===== config.mk =====
export PLATFORM = sky130hd
export DESIGN_NAME = tmds_encoder_flat
export DESIGN_NICKNAME = d
export VERILOG_FILES = /design/src/rtl/tmds_pkg.sv /design/src/rtl/tmds_if.sv /design/src/rtl/tmds_qm.sv /design/src/rtl/tmds_encoder.sv /design/src/flat_wrapper.sv
export SDC_FILE = /design/constraint.sdc
export NUM_CORES = 1
export LEC_CHECK = 0
export ABC_AREA = 0
export CORE_MARGIN = 4
export CORE_UTILIZATION = 50
export DETAILED_ROUTE_END_ITERATION = 12
export GPL_TIMING_DRIVEN = 0
export PLACE_DENSITY_LB_ADDON = 0.05
export SETUP_SLACK_MARGIN = 0.2
export SLEW_MARGIN = 20
export SYNTH_ARGS = -nofsm -noshare
export SYNTH_HDL_FRONTEND = slang
export SYNTH_SLANG_ARGS = --single-unit

===== constraint.sdc =====
create_clock -name clk_pix -period 4 [get_ports clk_pix]
set_clock_uncertainty 0.1 [all_clocks]
set_input_delay 0.8 -clock clk_pix [delete_from_list [all_inputs] [get_ports clk_pix]]
set_output_delay 0.8 -clock clk_pix [all_outputs]
set_load 0.03 [all_outputs]

===== src/rtl/tmds_pkg.sv =====
// -----------------------------------------------------------------------------
// tmds_pkg
// Shared definitions for the TMDS channel encoder:
//   - CNT_W_DEF      default width of the signed running-disparity counter
//   - CTRL_*         10-bit control symbols sent during blanking, keyed by {c1,c0}
//   - sym_mode_e     which of the three data-symbol encodings stage 2 selects
//   - ones8()        population count of a byte
//   - ctrl_code()    {c1,c0} -> control symbol lookup
// -----------------------------------------------------------------------------
package tmds_pkg;

    localparam int CNT_W_DEF = 5;

    localparam logic [9:0] CTRL_00 = 10'h354;
    localparam logic [9:0] CTRL_01 = 10'h0AB;
    localparam logic [9:0] CTRL_10 = 10'h154;
    localparam logic [9:0] CTRL_11 = 10'h2AB;

    // Data-symbol encodings chosen by the disparity balancer:
    //   SYM_BAL  : no running bias (or balanced byte) -> q_m[8] decides inversion
    //   SYM_INV  : byte would worsen the running bias -> invert q_m[7:0]
    //   SYM_PASS : byte reduces the running bias      -> send q_m[7:0] as is
    typedef enum logic [1:0] {
        SYM_BAL  = 2'd0,
        SYM_INV  = 2'd1,
        SYM_PASS = 2'd2
    } sym_mode_e;

    function automatic logic [3:0] ones8(input logic [7:0] v);
        logic [3:0] n;
        n = 4'd0;
        for (int i = 0; i < 8; i++) begin
            n = n + 4'(v[i]);
        end
        return n;
    endfunction

    function automatic logic [9:0] ctrl_code(input logic c1, input logic c0);
        logic [9:0] code;
        case ({c1, c0})
            2'b00:   code = CTRL_00;
            2'b01:   code = CTRL_01;
            2'b10:   code = CTRL_10;
            default: code = CTRL_11;
        endcase
        return code;
    endfunction

endpackage


===== src/rtl/tmds_if.sv =====
// -----------------------------------------------------------------------------
// tmds_if
// Pixel-side bundle of one TMDS channel.
//   de    data enable (1 = active video, 0 = blanking)
//   data  8-bit colour component, meaningful only while de=1
//   c0    control bit 0 (hsync on the blue channel, else 0)
//   c1    control bit 1 (vsync on the blue channel, else 0)
//   tmds  10-bit encoded symbol, bit 0 transmitted first
// master: sync generator / pixel source side.  slave: the encoder.
// -----------------------------------------------------------------------------
interface tmds_if;
    logic       de;
    logic [7:0] data;
    logic       c0;
    logic       c1;
    logic [9:0] tmds;

    modport master (
        output de,
        output data,
        output c0,
        output c1,
        input  tmds
    );

    modport slave (
        input  de,
        input  data,
        input  c0,
        input  c1,
        output tmds
    );
endinterface


===== src/rtl/tmds_qm.sv =====
// -----------------------------------------------------------------------------
// tmds_qm
// Combinational 8->9 transition minimiser.  Each output bit is the previous
// output bit XORed (or XNORed) with the next data bit, so the chain of q_m
// toggles only where the choice of operator makes it cheapest.  XNOR is chosen
// for bytes with many ones, which keeps the number of transitions in q_m[7:0]
// low.  q_m[8] records the operator (1 = XOR, 0 = XNOR) for the decoder.
// Ports:
//   data  input  8  colour byte
//   q_m   output 9  transition-minimised word
// -----------------------------------------------------------------------------
module tmds_qm
    import tmds_pkg::*;
(
    input  logic [7:0] data,
    output logic [8:0] q_m
);

    logic [3:0] n1;
    logic       use_xnor;
    logic [7:0] chain;

    always_comb begin
        n1       = ones8(data);
        // Tie-break at exactly four ones uses bit 0 so the choice is deterministic.
        use_xnor = (n1 > 4'd4) || ((n1 == 4'd4) && !data[0]);
        chain    = 8'd0;
        chain[0] = data[0];
        for (int i = 1; i < 8; i++) begin
            chain[i] = use_xnor ? ~(chain[i-1] ^ data[i]) : (chain[i-1] ^ data[i]);
        end
    end

    assign q_m = {~use_xnor, chain};

endmodule


===== src/rtl/tmds_encoder.sv =====
// -----------------------------------------------------------------------------
// tmds_encoder
// One DVI/HDMI TMDS channel encoder, two register stages deep.
//   stage 1 : transition minimisation of the byte (tmds_qm), registered with
//             de/c0/c1
//   stage 2 : DC balancing against the running disparity counter, or a
//             control symbol during blanking; the result is the registered
//             output
// A full link uses three instances fed directly from the sync generator:
// blue with c0=hsync, c1=vsync; green and red with c0=c1=0.
// Ports:
//   clk_pix  input   pixel clock, all state updates on its rising edge
//   reset    input   synchronous, active-low; clears both stages, tmds=0x354
//   bus      slave   de / data / c0 / c1 in, tmds out (see tmds_if)
// Parameter:
//   CNT_W    width of the signed running-disparity counter (5..8); the
//            counter magnitude never exceeds 10, so no saturation is needed.
// -----------------------------------------------------------------------------
module tmds_encoder
    import tmds_pkg::*;
#(
    parameter int CNT_W = CNT_W_DEF
)
(
    input  logic   clk_pix,
    input  logic   reset,
    tmds_if.slave  bus
);

    localparam logic signed [CNT_W-1:0] S_ZERO  = CNT_W'(0);
    localparam logic signed [CNT_W-1:0] S_TWO   = CNT_W'(2);
    localparam logic signed [CNT_W-1:0] S_EIGHT = CNT_W'(8);

    logic       [8:0]       q_m_p0;

    logic                   de_p1;
    logic                   c0_p1;
    logic                   c1_p1;
    logic       [8:0]       q_m_p1;

    logic       [9:0]       tmds_p2;
    logic signed [CNT_W-1:0] cnt_p2;

    logic       [3:0]       n1_q;
    logic signed [CNT_W-1:0] n1_s;
    logic signed [CNT_W-1:0] n0_s;
    logic signed [CNT_W-1:0] diff_s;
    sym_mode_e              mode;
    logic       [9:0]       sym;
    logic signed [CNT_W-1:0] cnt_nxt;

    // ---- stage 0 -> 1 : transition minimisation ----------------------------
    tmds_qm u_qm (
        .data (bus.data),
        .q_m  (q_m_p0)
    );

    // ---- stage 1 -> 2 : DC balancing ---------------------------------------
    always_comb begin
        n1_q   = ones8(q_m_p1[7:0]);
        n1_s   = $signed({{(CNT_W-4){1'b0}}, n1_q});
        n0_s   = S_EIGHT - n1_s;
        diff_s = n1_s - n0_s;

        if ((cnt_p2 == S_ZERO) || (diff_s == S_ZERO)) begin
            mode = SYM_BAL;
        end else if (((cnt_p2 > S_ZERO) && (diff_s > S_ZERO)) ||
                     ((cnt_p2 < S_ZERO) && (diff_s < S_ZERO))) begin
            mode = SYM_INV;
        end else begin
            mode = SYM_PASS;
        end

        // Bits 9:8 of the symbol carry the inversion flag and q_m[8]; their
        // own imbalance is folded into the counter update (the +/-2 terms).
        case (mode)
            SYM_BAL: begin
                sym     = {~q_m_p1[8], q_m_p1[8],
                           q_m_p1[8] ? q_m_p1[7:0] : ~q_m_p1[7:0]};
                cnt_nxt = q_m_p1[8] ? (cnt_p2 + diff_s) : (cnt_p2 - diff_s);
            end
            SYM_INV: begin
                sym     = {1'b1, q_m_p1[8], ~q_m_p1[7:0]};
                cnt_nxt = cnt_p2 - diff_s + (q_m_p1[8] ? S_TWO : S_ZERO);
            end
            default: begin
                sym     = {1'b0, q_m_p1[8], q_m_p1[7:0]};
                cnt_nxt = cnt_p2 + diff_s - (q_m_p1[8] ? S_ZERO : S_TWO);
            end
        endcase
    end

    // ---- register stages ---------------------------------------------------
    // The whole datapath is cleared on reset so in-flight symbols are dropped
    // and the first symbol after reset is balanced from a zero counter.
    always_ff @(posedge clk_pix) begin
        if (!reset) begin
            de_p1   <= 1'b0;
            c0_p1   <= 1'b0;
            c1_p1   <= 1'b0;
            q_m_p1  <= 9'd0;
            tmds_p2 <= CTRL_00;
            cnt_p2  <= S_ZERO;
        end else begin
            de_p1  <= bus.de;
            c0_p1  <= bus.c0;
            c1_p1  <= bus.c1;
            q_m_p1 <= q_m_p0;
            if (de_p1) begin
                tmds_p2 <= sym;
                cnt_p2  <= cnt_nxt;
            end else begin
                // Blanking restarts DC balancing from zero for the next line.
                tmds_p2 <= ctrl_code(c1_p1, c0_p1);
                cnt_p2  <= S_ZERO;
            end
        end
    end

    assign bus.tmds = tmds_p2;

endmodule


===== src/flat_wrapper.sv =====
// flat-port wrapper written by rule: the top's interface ports become plain ports
module tmds_encoder_flat import tmds_pkg::*;
#(
    parameter int CNT_W = CNT_W_DEF
)
  (clk_pix, reset, bus_de, bus_data, bus_c0, bus_c1, bus_tmds);
  tmds_if bus_i ();
  input  logic clk_pix;
  input  logic reset;
  input wire logic [$bits(bus_i.de)-1:0] bus_de;
  input wire logic [$bits(bus_i.data)-1:0] bus_data;
  input wire logic [$bits(bus_i.c0)-1:0] bus_c0;
  input wire logic [$bits(bus_i.c1)-1:0] bus_c1;
  output wire logic [$bits(bus_i.tmds)-1:0] bus_tmds;
  assign bus_i.de = bus_de;
  assign bus_i.data = bus_data;
  assign bus_i.c0 = bus_c0;
  assign bus_i.c1 = bus_c1;
  assign bus_tmds = bus_i.tmds;
  tmds_encoder #(.CNT_W(CNT_W)) u_core (.clk_pix(clk_pix), .reset(reset), .bus(bus_i));
endmodule

# Word-level counts from Yosys, hierarchy flattened
# Cells that the tools add are included.
# op_classes
eq_ne	4
muxes	17
bitwise	17
n_lt_le_gt_ge	5
reduce_logical	12
addsub	20
# op_table
cell	count
adder 4 x 1 -> 4 bit	10
case mux 10 bit (3 select lines)	1
case mux 10 bit (2 select lines)	1
subtractor 5 bit	3
adder 5 bit	2
> comparator 5 x 1 -> 1 bit, second input constant	2
zero test 5 bit	2
< comparator 5 x 1 -> 1 bit, second input constant	2
2-to-1 mux 10 bit	1
case mux 5 bit (2 select lines)	1
inverter 1 bit	9
2-to-1 mux 2 bit	4
2-to-1 mux 8 bit	1
inverter 8 bit	1
2-to-1 mux 1 bit	7
bitwise XOR 1 bit	7
2-to-1 mux 5 bit	1
subtractor 4 x 4 -> 5 bit, first input constant	1
adder 1 x 1 -> 2 bit	2
adder 3 x 1 -> 4 bit	1
== test 2 x 1 -> 1 bit, second input constant	2
== test 4 x 3 -> 1 bit, second input constant	1
> comparator 4 x 3 -> 1 bit, second input constant	1
zero test 2 bit	2
other kinds (6)	10
# word_totals
regBits	27
inputBits	13
output_inout_bits	10

# Depth between registers and ports, before layout
# Gate-level depths: netlist (run 1).
# logic_depth
word_depth	29
ltp_mapped	15
depth_no_buf	15

# Hierarchy
# Synthesis (run 1) repeated with hierarchy kept, for this count alone.
# hier_totals
hier_cells	236
hier_area_um2	2187.1
# by_module_without_submodules
module	n_inst	cells_per_inst	area_each_um2	seq_area_each_um2
tmds_encoder	1	203	1825.5	540.5
tmds_qm	1	33	361.6	0.0

# Worst setup path after synthesis (run 1)
# Ideal clock, no wire load.
# synth_timing
kind	flip-flop to flip-flop
start	register u_core.q_m_p1[0]
end	register u_core.cnt_p2[4]
stages_incl_launch_ff	14
synth_period_minus_slack_ns	4.325
arrival_ns	4.113
path_slack_ns	-0.325
setup_time_ns	0.112
t_required_ns	3.788
cell_sequence	dfxtp_1 ha_1 inv_1 fa_1 fa_1 fa_1 fa_1 ha_1 or3_1 a32oi_1 nand3_1 xnor2_1 nor3_1 a2111oi_1
# synth_between
elab_chain_len	16
elab_cells_between_ends	26
# synth_rtl
item	line_no	source
from (decl)	tmds_encoder.sv:39	logic [8:0] q_m_p1;
from (signal assigned)	tmds_encoder.sv:108	q_m_p1 <= q_m_p0;
adder 1 x 1 -> 2 bit *	tmds_pkg.sv:33	n = n + 4'(v[i]);
adder 4 x 1 -> 4 bit * (6 in a row)	tmds_pkg.sv:33	
subtractor 4 x 4 -> 5 bit	tmds_encoder.sv:62	n0_s = S_EIGHT - n1_s;
subtractor 5 bit *	tmds_encoder.sv:63	diff_s = n1_s - n0_s;
branches (longest 6 deep; another with adder 5 bit)	n/a	
case mux 5 bit (2 select lines) *	tmds_encoder.sv:76	case (mode)
to (signal assigned)	tmds_encoder.sv:111	cnt_p2 <= cnt_nxt;
to (decl)	tmds_encoder.sv:42	logic signed [CNT_W-1:0] cnt_p2;
# Mark *: on every way between the ends.
# A chain may end at the register's enable or synchronous reset.

# Worst setup path in the final report (run 1)
# layout_timing
start	register u_core.q_m_p1[1]
end	register u_core.cnt_p2[4]
# The elaborated chain is that of the path after synthesis.

==> parameters.txt, run 1 <==
Parameter                              Value

Outcome
  Result of the run    finished with violations
  Violations in the final reports    setup timing

Place
  Gpl congestion    0.919
  Post-Place Worst Slack    -643 ps
  Cell count after placement    279
  Estimated wirelength of the detail-placed design    3.14 mm
  # port buffers    22

Floorplanning
  Std-Cell Core Area    3690 µm²
  Die H    69.8 µm
  Die span in x    69.8 µm
  Number of ports placed on the die boundary    23
  Count of standard-cell rows    22
  DIE AREA    4870 µm²
  Initial cell density of the core    51.8%

Timing
  Total setup violations reported at the end of the flow    13
  Max Freq    0.238 GHz
  Worst-case headroom to the max-slew limit    47.2%
  Minimum clock period    4200 ps
  Setup repair after global routing missed its margin    true
  Pins Over Slew Limit    0
  Slack of the critical path    -204 ps
  Worst-margin pin slew    785 ps
  Final Hold Violating Endpoints    0
  Hold slack final    405 ps
  Fraction of the cycle the final worst path needs    105%

Clock network
  Clock latency of the later-clocked register in the worst-skew pair    270 ps
  Hold_buf cts    0
  Clock Root Buffer    clkbuf_8
  H-tree levels    1
  Maximum clock path buffer count    2
  Sinks on the clock net    27
  TritonCTS clock tree    yes
  Inserted Clock Buffers    3
  Clock transition time at the flip-flop clock pins of the worst setup and hold paths    90 ps

Yosys
  Mapped Nets    254
  Share of cell area taken by muxes after synthesis    0.786%
  Fraction of the mapped netlist area in adder cells    24.5%
  Fraction of the yosys area taken by sequential cells    28.3%
  Compound-cell area share of the yosys netlist    12.1%
  Avg Synthesized Cell Area    9.14 µm²
  Number of register bits inferred by synthesis    27
  Yosys warning count    0
  Xor and xnor area share after synthesis    12.8%
  Cells after synthesis    209
  Summed instance area of the synthesized netlist    1910 µm²
  Simple-Gate Fraction of Synth Area    13.2%
  Combinational family with the most area after synthesis    adder cells
  Count of distinct cell types in the synthesized netlist    39

Worst setup path
  Reg-to-reg slack, setup    -200 ps
  Kind of critical path    flip-flop to flip-flop
  Crit. Startpoint    u_core.q_m_p1[1]$_SDFF_PN0_
  Critical Path Start Type    flip-flop
  Worst Path Arrival    4240 ps
  Slowest CP cell    fa_1
  Worst-path fanout max    4
  Startpoint of the most critical register-to-register path    u_core.q_m_p1[1]$_SDFF_PN0_
  Longest individual stage delay on the worst path    490 ps
  Ordered cell list for the critical path    ha_4 -> inv_2 -> fa_1 -> fa_1 -> fa_2 -> fa_2 -> o31a_1 -> or2_2 -> ha_1 -> xor2_1 -> xnor2_1 -> nor3_1 -> a2111oi_2
  Endpoint class of the critical path    flip-flop
  CP required    4040 ps

Route
  Initial DRC count    119
  Final ANT Viol Nets    0
  DRC violation count after routing    0
  Routed WL    4.14 mm
  Number of iterations in the first detailed-routing pass    4
  Wire per inst    14.0 µm
  Number of vias in the routed layout    1524
  Via/cell ratio    5.15

Job
  Number of max-capacitance violations reported    0

Finish
  Synth-to-Final Area Change    36.9%
  End-of-flow core utilization    70.9%
  Final layout net count    294
  Diode insertion count for antenna repair    0
  Final non-filler cell total    296
  Share of post-route cells with drive strength above 1    28.2%
  Filler cell count    283

Global route
  Overall global routing resource usage    17.8%
  Antenna violations before repair    0
  Maximum number of pins on one net before global-route repair    15
  GRT overflow    0
  Wire length of the first global-routing pass    7.11 mm
  Vias in the first global route    1631

Min path
  Min-Delay Path Class    flip-flop to flip-flop
-- flip-flops by register name (all words and copies together), names as in the netlist, named ones only --
name / cells
u_core.q_m_p1: 9
u_core.de_p1: 1
u_core.cnt_p2: 4
u_core.bus.tmds: 10
u_core.c0_p1: 1
u_core.c1_p1: 1
-- area by class of cell --
class	instances	area, µm²	share of cell area (%)
Buffer	5	33.8	1.29
Inverter	35	141	5.41
Timing Repair Buffer	35	330	12.6
Multi-Input combinational cell	142	1460	55.9
Clock buffer	4	45.0	1.72
Sequential cell	27	543	20.8
Tap cell	48	60.1	2.30
-- cells in the mapped netlist --
cell type,instances,share of area [%]
nor2b_1,3,0.98
a21o_1,1,0.39
o41ai_2,1,0.85
o211a_1,1,0.52
o21ba_4,1,0.85
and2_1,10,3.3
a211oi_1,2,0.79
nand3_1,3,0.79
nor3_1,4,1.0
o31ai_1,1,0.39
or3_1,1,0.33
or4_4,1,0.59
and3_1,1,0.33
nor4_1,2,0.65
clkbuf_1,2,0.39
or2_2,1,0.33
o211ai_1,1,0.39
mux2_4,1,0.79
xnor2_1,23,11
o21ai_0,4,1.0
a2111oi_1,1,0.52
inv_1,35,6.9
buf_2,1,0.26
ha_1,23,15
a32oi_1,1,0.46
fa_1,9,9.4
nand2b_1,1,0.33
buf_1,1,0.20
o21bai_1,2,0.79
xor2_1,5,2.3
o31a_1,1,0.46
nor2_1,12,2.4
buf_6,1,0.59
dfxtp_1,27,28
and3_4,1,0.59
nand2_1,8,1.6
a21oi_1,14,3.7
o22ai_1,1,0.33
a22oi_2,1,0.65
-- critical path: cells and delay by family (launching register included) --
| kind | cells | cell delay, ps |
|---|---|---|
| fa+ha+maj | 6 | 2340 |
| compound gates | 2 | 490 |
| simple gates | 2 | 380 |
| xor+xnor | 2 | 380 |
| flops | 1 | 340 |
| buf+inv | 1 | 30 |
-- final timing paths --
path	cells after the start	end
min	1	flip-flop
min reg2reg	1	flip-flop
max reg2reg	13	u_core.cnt_p2[4]$_SDFF_PN0_
max	13	u_core.cnt_p2[4]$_SDFF_PN0_
-- repair_timing --
action	CTS	global route
gates cloned	1	0
pin swaps	24	14
buffers inserted	8	4
resized for setup	36	11
endpoints found under the setup margin	18	17
-- layer usage --
| layer | GRT usage [%] | share of wire [%] | vias to the layer above |
|---|---|---|---|
| li1 | - | - | 751 |
| met1 | 20.9 | 41 | 735 |
| met2 | 32.6 | 54 | 32 |
| met3 | 4.06 | 3.5 | 6 |
| met4 | 3.83 | 1.3 | 0 |
| met5 | 0 | 0 | - |
-- cell usage in the layout, fill, tap and decap left out, drive strengths merged, types with 2 or more instances in the layout --
master          n
a21oi          14
o21bai          2
fa              9
dfxtp          27
buf            19
and3            2
nor3            4
nand3           3
a211oi          2
xnor2          23
nand2           8
o21ai           4
clkdlybuf4s50  19
xor2            5
clkbuf          6
inv            35
ha             23
nor4            2
nor2           12
nor2b           3
and2           10
-- kinds of logic (layout without fill, tap and decap cells) --
group,count (synthesis),after routing
and+or+nand+nor,48,48
adders and majority gates,32,32
DFF,27,27
buffers and inverters,40,79
muxes,1,1
AOI/OAI and AO/OA,33,33
xor gates and xnor gates,28,28
-- metrics by stage --
step	setup TNS (ps)	area, µm²
after global routing	-2950	2620
after global placement	-2890	2320
after floorplan	0	2040
after CTS	-704	2540
after detailed placement	-3680	2320
final	-1130	2620
Power of run 1 is not shown: default switching activity piles up to over one toggle a cycle in this logic, so the estimate is an artifact.
==> run 2, diff against run 1 <==
--- a/config.mk
+++ b/config.mk
@@ -6,7 +6,7 @@
 export NUM_CORES = 1
 export LEC_CHECK = 0
 export ABC_AREA = 0
-export CORE_MARGIN = 4
+export CORE_MARGIN = 3
 export CORE_UTILIZATION = 50
 export DETAILED_ROUTE_END_ITERATION = 12
 export GPL_TIMING_DRIVEN = 0
==> run 2 against run 1 <==
The run still ends with setup timing left. Non-clock buffer count unchanged. Sequential share of layout area increased by 0.27 points. Design area is 1.3% lower. Sequential cell count is the same. Final cell count shrank 0.68%. Via count down 0.52%. Global-route usage increased by 2.1 points. Utilization grew 3.0 points.
==> parameters.txt, run 2 (same netlist as run 1, synthesis figures left out) <==
Parameter                              Value

Job
  Number of max-capacitance violations reported    0 (unchanged)

Place
  # port buffers    22 (unchanged)
  Gpl congestion    0.793 (-14%)
  Estimated wirelength of the detail-placed design    3.13 mm (-0.20%)
  Cell count after placement    277 (-0.72%)
  Post-Place Worst Slack    -611 ps (+32.5 ps)

Timing
  Fraction of the cycle the final worst path needs    105% (-0.25 points)
  Total setup violations reported at the end of the flow    5 (-8)
  Final Hold Violating Endpoints    0 (unchanged)
  Worst-margin pin slew    682 ps (-103 ps)
  Max Freq    0.238 GHz (+0.24%)
  Setup_tns    -339 ps (+788 ps)
  Hold slack final    400 ps (-4.69 ps)
  Pins Over Slew Limit    0 (unchanged)
  Slack of the critical path    -194 ps (+10.0 ps)
  Setup repair after global routing missed its margin    true
  Minimum clock period    4190 ps (-10.0 ps)
  Worst-case headroom to the max-slew limit    54.1% (+6.9 points)

Clock network
  Clock Root Buffer    clkbuf_8
  Maximum clock path buffer count    2 (unchanged)
  Hold_buf cts    0 (unchanged)
  Inserted Clock Buffers    3 (unchanged)
  TritonCTS clock tree    yes
  Clock latency of the later-clocked register in the worst-skew pair    270 ps (about the same)
  Clock transition time at the flip-flop clock pins of the worst setup and hold paths    90 ps (about the same)
  Sinks on the clock net    27 (unchanged)
  H-tree levels    1 (unchanged)

Route
  Number of vias in the routed layout    1516 (-0.52%)
  Final ANT Viol Nets    0 (unchanged)
  DRC violation count after routing    0 (unchanged)
  Number of iterations in the first detailed-routing pass    4 (unchanged)
  Initial DRC count    85 (-29%)
  Routed WL    4.15 mm (+0.41%)
  Via/cell ratio    5.16 (+0.15%)
  Wire per inst    14.1 µm (+1.1%)

Finish
  Most common library cell in the layout ignoring fill and taps    inv_1
  Number of flip-flops in the largest register    10 (unchanged)
  Diode insertion count for antenna repair    0 (unchanged)
  Final layout net count    294 (unchanged)
  Share of post-route cells with drive strength above 1    26.6% (-1.6 points)
  Synth-to-Final Area Change    35.1%
  Final non-filler cell total    294 (-0.68%)
  Most frequent cells in the layout    inv_1 (29), dfxtp_1 (25), clkdlybuf4s50_1 (19), ha_1 (16), a21oi_1 (13)

Global route
  Maximum number of pins on one net before global-route repair    17 (+2)
  Met2 GRT Util    36.8% (+4.2 points)
  Antenna violations before repair    0 (unchanged)
  GRT overflow    0 (unchanged)
  GR Util met1    25.4% (+4.5 points)
  Top Usage Layer GRT    met2
  Overall global routing resource usage    19.9% (+2.1 points)
  Wire length of the first global-routing pass    6.91 mm (-2.8%)
  M3 GR Usage    1.97% (-2.1 points)
  Vias in the first global route    1543 (-5.4%)

Min path
  Min-Delay Path Class    flip-flop to flip-flop

Worst setup path
  Endpoint class of the critical path    flip-flop
  Worst-path fanout max    5 (+1)
  Critical Path Start Type    flip-flop
  Reg-to-reg slack, setup    -190 ps (about the same)
  Worst Path Arrival    4260 ps (+20 ps)
  Kind of critical path    flip-flop to flip-flop
  CP required    4070 ps (+30 ps)

Floorplanning
  DIE AREA    4600 µm² (-5.6%)
  Std-Cell Core Area    3490 µm² (-5.3%)
  Die H    67.8 µm (-2.9%)
  Initial cell density of the core    54.7% (+2.9 points)
  Count of standard-cell rows    21 (-4.5%)
  Number of ports placed on the die boundary    23 (unchanged)
  Die span in x    67.8 µm (-2.9%)

Outcome
  Result of the run    finished with violations
  Violations in the final reports    setup timing
[run 2: cell types whose count changed in the layout (fill, tap and decap cells not counted), sizes merged]
cell	change
clkbuf	-1
clkinvlp	+1
[run 2: layout make-up]
class,count,area [µm²]
Buffer,5,27.5
Clock buffer,3,41.3
Clock inverter,1,7.51
Fill cell,248,913
Inverter,35,139
Multi-Input combinational cell,142,1440
Sequential cell,27,543
Tap cell,46,57.6
Timing Repair Buffer,35,325
[run 2: worst max-delay path, cell delays in order (launching register included)]
cell and delay [ps]:
dfxtp_2 350, ha_4 260, inv_2 30, fa_1 500, fa_1 430, fa_2 380
fa_2 620, inv_2 60, ha_4 280, o21bai_1 70, a21oi_1 200, xor2_1 280
xnor2_1 160, nor3_1 70, a2111oi_1 300
[run 2: through the flow]
stage / instance area, µm² / utilization [%]
6_report: 2580 / 73.9
5_1_grt: 2580 / 73.9
3_3_place_gp: 2320 / 66.3
4_1_cts: 2560 / 73.3
3_5_place_dp: 2320 / 66.3
2_1_floorplan: 2040 / -
[run 2: timing repair]
| action | in CTS | in global routing |
|---|---|---|
| pin swaps | 24 | 10 |
| resized for setup | 35 | 2 |
| gates cloned | 1 | 0 |
| endpoints found under the setup margin | 18 | 15 |
| buffers inserted | 11 | 1 |
[run 2: worst paths after layout]
check	start	to	depth (start not counted)
worst max-delay path	u_core.q_m_p1[1]$_SDFF_PN0_	u_core.cnt_p2[4]$_SDFF_PN0_	14
worst min-delay path	flip-flop	flip-flop	1
worst max register to register	u_core.q_m_p1[1]$_SDFF_PN0_	u_core.cnt_p2[4]$_SDFF_PN0_	14
worst min register to register	flip-flop	flip-flop	1
[run 2: routing by layer]
metal  share of wire (%)  wire [µm]
met2                  51       2140
met1                  43       1790
met3                 4.9        202
met5                   0          0
met4                0.51         21
Power of run 2 is left out for the same reason.
==> run 3, diff against run 2 <==
--- a/config.mk
+++ b/config.mk
@@ -10,6 +10,7 @@
 export CORE_UTILIZATION = 50
 export DETAILED_ROUTE_END_ITERATION = 12
 export GPL_TIMING_DRIVEN = 0
+export HOLD_SLACK_MARGIN = 0.02
 export PLACE_DENSITY_LB_ADDON = 0.05
 export SETUP_SLACK_MARGIN = 0.2
 export SLEW_MARGIN = 20
==> results of run 3 <==
The final DEF is identical to that of run 2; final timing and power are the same.
Power of run 3 is left out for the same reason.
==> patch 1: new RTL, flow settings as in run 3 <==
Reset style: asynchronous (`reset`), changed in one clocked block.
--- a/src/rtl/tmds_encoder.sv
+++ b/src/rtl/tmds_encoder.sv
@@ -95,3 +95,3 @@
     // and the first symbol after reset is balanced from a zero counter.
-    always_ff @(posedge clk_pix) begin
+    always_ff @(posedge clk_pix or negedge reset) begin
         if (!reset) begin
Behaviour: differs if reset is asserted again (counterexample within 4 cycles, from zero or initial values and one cycle with reset low); with reset held inactive, the same outputs for 10 cycles.
==> patch 1 against run 3 <==
  * The run still ends with negative setup slack left
  * Routed wire length down 1.2%
  * Via count fell by 3.8%
  * Die area grew 3.6%
  * Global-route usage down 1.2 points
  * Fmax down 1.6%
  * First-iteration DRC count up 24%
  * Setup slack worse by 67 ps
  * Sequential cell count unchanged
  * Cell count decreased by 2.7%
  * Synthesized area is 3.9% higher
  * Final area is 1.9% higher
  * Critical endpoint is now u_core.bus.tmds[3]
Power is not shown: default switching activity piles up to over one toggle a cycle in this logic, so the estimate is an artifact.
==> patch 1: results (changes against run 3) <==
outcome=complete, but fails checks; failing checks=negative setup slack; Synth Flop Type=dfrtp_1; hpwl dp=3165 µm (+0.97%); wire per inst=14.36 µm (+1.6%); CP max stage cell=fa_1; Async S/R FF share, synth=1.000 (+1.000); DRT iter0 DRCs=105 (+24%); setup ws final=-261.0 ps (-67.18 ps); vias per inst=5.101 (-1.1%); Post-CTS Repair Setup Buffers=13 (+2); final net count=285 (-3.1%); slowest stage delay, CP=500 ps (-120 ps); worst min path class=in -> async; Worst Setup SP=u_core.q_m_p1[0]; layout cells sized above 1=0.2647 (-0.001423); largest net degree at the start of global routing=28 (+11); Synth top cells by count=inv_1 (37), ha_1 (24), dfrtp_1 (22), xnor2_1 (21), a21oi_1 (15); total track usage=0.1868 (-0.01241); post-cts sizing count=28 (-20%); first-pass GRT wire length=7203 µm (+4.3%); vias in the first global route=1,580 (+2.4%); core area=3744 µm² (+7.1%); Compound-Gate Fraction of Synth Area=0.1267 (+0.005501); global placement routability congestion=0.7901 (-0.38%); xor/xnor cell area share of the yosys netlist=0.1367 (+0.008380); mux cell area share after synthesis=0.005671 (-0.002187); required time of the critical path=4030 ps (-40 ps); relative slew slack=0.5722 (+0.03095); sequential share of the synthesized area=0.3434 (+0.06051); final setup violating endpoints=12 (+7); ranking of synthesized cells by area=dfrtp_1 (28%), ha_1 (15%), xnor2_1 (9.3%)
patch 1: cell count changes in the layout (fill, tap and decap cells not counted), sizes merged, moves of 5 or more:
cell	before	now
xor2	5	10
and2	10	1
dfstp	0	5
dfxtp	27	0
nor2	12	7
dfrtp	0	22
patch 1: cell families after synthesis:
kind of cell,Yosys count
buffers and inverters,39
AOI/OAI and AO/OA,36
adders and majority gates,33
xor gates and xnor gates,31
and+or+nand+nor,28
DFF,27
muxes,1
patch 1: layout make-up:
class | instances | area, µm²
tap | 48 | 60.06
clock inverter | 1 | 7.507
buffer | 2 | 7.507
timing repair buffer | 39 | 362.8
fill | 297 | 1114
multi-input combinational | 129 | 1328
sequential | 27 | 681.9
clock buffer | 3 | 41.29
inverter | 37 | 141.4
patch 1: metrics by stage:
step	area (µm²)	setup WS, ps	std cells	hold WS [ps]	setup TNS, ps
after global placement	2341	-488.9	265	418.6	-6716
after global routing	2630	-405.0	286	445.5	-4152
after detailed placement	2336	-579.1	265	419.9	-7778
final	2630	-261.0	286	416.7	-2374
after floorplan	2061	-192.7	195	360.3	-1470
after CTS	2577	-273.0	282	432.2	-2494
patch 1: path summary, 6_finish.rpt:
check                                     end  slack, ps  cells after the start
max                        u_core.bus.tmds[3]       -260                     15
min                          u_core.cnt_p2[3]        420                      1
max reg2reg                u_core.bus.tmds[3]       -260                     15
min reg2reg                u_core.bus.tmds[4]        450                      2
max in group asynchronous    u_core.cnt_p2[0]       2990                      1
min in group clk_pix       u_core.bus.tmds[4]        450                      2
patch 1: metal layers:
metal,GRT usage,share of wire,vias to the layer above
li1,-,-,706
met1,0.2079,0.39,718
met5,0,0,-
met4,0.03905,0.016,0
met3,0.03790,0.035,8
met2,0.3612,0.56,27
==> patch 2: new RTL, flow settings as in run 3 <==
Without the edit above. Set the package constant `CNT_W_DEF` to 10 (it was 5).
--- a/src/rtl/tmds_pkg.sv
+++ b/src/rtl/tmds_pkg.sv
@@ -11,3 +11,3 @@
 
-    localparam int CNT_W_DEF = 5;
+    localparam int CNT_W_DEF = 10;
 
Function: no difference found for any inputs over 10 cycles, from zero or initial values and one cycle with reset low; that may be too few to reach the edited logic, so the function may still have changed.
==> patch 2 against run 3 <==
  * The flow still finishes with violations (negative setup slack)
  * Sequential share of layout area fell by 5.8 points
  * Routed wire length rose by 99%
  * Critical path depth rose by 5
  * Synthesized area rose by 53%
  * Final area rose by 64%
  * Sequential cell count rose by 5
  * Cell count rose by 62%
  * Setup slack got worse by 1300 ps
Power is left out: the tool's default activity adds up to more than one toggle a clock period on the data nets, which glitch-free logic cannot reach.
==> patch 2: results (changes against run 3) <==
DRT iter0 DRCs=187 (+120%); relative slew slack=0.5582 (+0.01695); initial antenna violation count=0 (unchanged); root buffer cell=clkbuf_8; cells after synthesis=346 (+66%); cts bufs inserted=5 (+2); H-tree levels=2 (+1); distinct cell type count after synthesis=50 (+28%); largest net degree at the start of global routing=11 (-6); global placement routability congestion=0.7934 (about the same); clk_lat worst skew=290 ps (+20 ps); post-synth net total=404 (+59%); Async S/R FF share, synth=0 (unchanged); wire per inst=17.35 µm (+23%); # port buffers=21 (-4.5%); sequential share of the synthesized area=0.2198 (-0.06307); routed wire length=8275 µm (+99%); Reg2Reg Depth=19 (+5); final setup violating endpoints=18 (+13); CTS clock-pin slew for the worst setup and hold paths=70 ps (-20 ps); Synth top cells by count=inv_1 (38), ha_1 (36), dfxtp_1 (32), xnor2_1 (21), nor2_1 (19); ranking of synthesized cells by area=dfxtp_1 (22%), ha_1 (15%), xnor2_1 (6.3%); Yosys warning count=0 (unchanged); Placed Cells=439 (+58%); worst min path class=reg -> reg; Antenna Cells=0 (unchanged); CP Max Fanout=5 (unchanged); failing checks=negative setup slack; Worst Hold Path Cells=1 (unchanged); setup ws final=-1458 ps (-1264 ps); crit path DAT=5580 ps (+1320 ps); final net count=463 (+57%); hpwl dp=5533 µm (+76%); DRT Pass-1 Iters=4 (unchanged); layout cells sized above 1=0.3457 (+0.07955); first-pass GRT wire length=12,720 µm (+84%); count of final hold-check violations=0 (unchanged); outcome=complete, but fails checks; total track usage=0.2496 (+0.05036); filler instances=403 (+63%); DR vias=2,694 (+78%)
## patch 2: cell count changes after synthesis, moves of 5 or more
| cell | before | now |
|---|---|---|
| nor3_1 | 4 | 16 |
| o21ai_0 | 4 | 10 |
| dfxtp_1 | 27 | 32 |
| a211oi_1 | 2 | 12 |
| ha_1 | 23 | 36 |
| a21o_1 | 1 | 6 |
| xor2_1 | 5 | 17 |
| clkbuf_1 | 2 | 7 |
| nand2_1 | 8 | 18 |
| nand2b_1 | 1 | 6 |
| nor2_1 | 12 | 19 |
| or3_1 | 1 | 7 |
## patch 2: repair_timing
| item | in CTS | in global routing |
|---|---|---|
| gates cloned | 1 | 0 |
| pin swaps | 28 | 18 |
| buffers inserted | 21 | 9 |
| endpoints found under the setup margin | 23 | 23 |
| resized for setup | 59 | 36 |
## patch 2: worst max-delay path, cell delays in order (launching register included)
cell and delay [ps]:
dfxtp_2 340, ha_4 260, inv_2 30, fa_1 490, fa_1 430, fa_2 370, fa_2 400, xor2_4 180
ha_4 300, inv_4 40, ha_4 250, buf_6 100, and3_4 170, a21bo_1 200, o211a_1 140, or4_4 550
or4_4 520, a211oi_4 290, o41ai_2 120, a21oi_1 130
## patch 2: path summary, 6_finish.rpt
check / startpoint / to / slack, ps
setup / recovery: u_core.q_m_p1[0] / u_core.cnt_p2[9] / -1460
hold / removal: register / register / 410
setup reg to reg: u_core.q_m_p1[0] / u_core.cnt_p2[9] / -1460
hold reg to reg: register / register / 410
## patch 2: routing by layer
metal  vias to the layer above  part of all wire  GRT usage
met2                        79              0.53     0.4760
li1                       1302                 -          -
met1                      1295              0.40     0.2737
met4                         0             0.023    0.08140
met3                        18             0.042    0.04664
met5                         -                 0          0
## patch 2: final cells by class
cell class	instances	share of cell area
repair buffers	52	0.1147
multi-input cells	265	0.6327
inverters	38	0.03428
flip-flops and latches	32	0.1519
plain buffers	11	0.02246
well taps	72	0.02128
clock buffers	7	0.02275
## patch 2: logic make-up (layout without fill, tap and decap cells)
logic type | count (synthesis) | count (layout) | share of synthesized area
AOI/OAI and AO/OA | 74 | 74 | 0.1778
xor gates and xnor gates | 38 | 38 | 0.1142
adders and majority gates | 45 | 45 | 0.2164
muxes | 2 | 2 | 0.007299
buffers and inverters | 49 | 108 | 0.06999
and+or+nand+nor | 106 | 106 | 0.1945
DFF | 32 | 32 | 0.2198
## patch 2: metrics by stage
stage          utilization  setup TNS, ps  setup slack, ps  area (µm²)
5_1_grt             0.7596         -11340            -1586        4234
4_1_cts             0.7104          -8566            -1444        3960
2_1_floorplan            -          -6854            -1207        3163
6_report            0.7596          -8756            -1458        4234
3_5_place_dp        0.6213         -14890            -1702        3463
3_3_place_gp        0.6213         -13980            -1611        3463
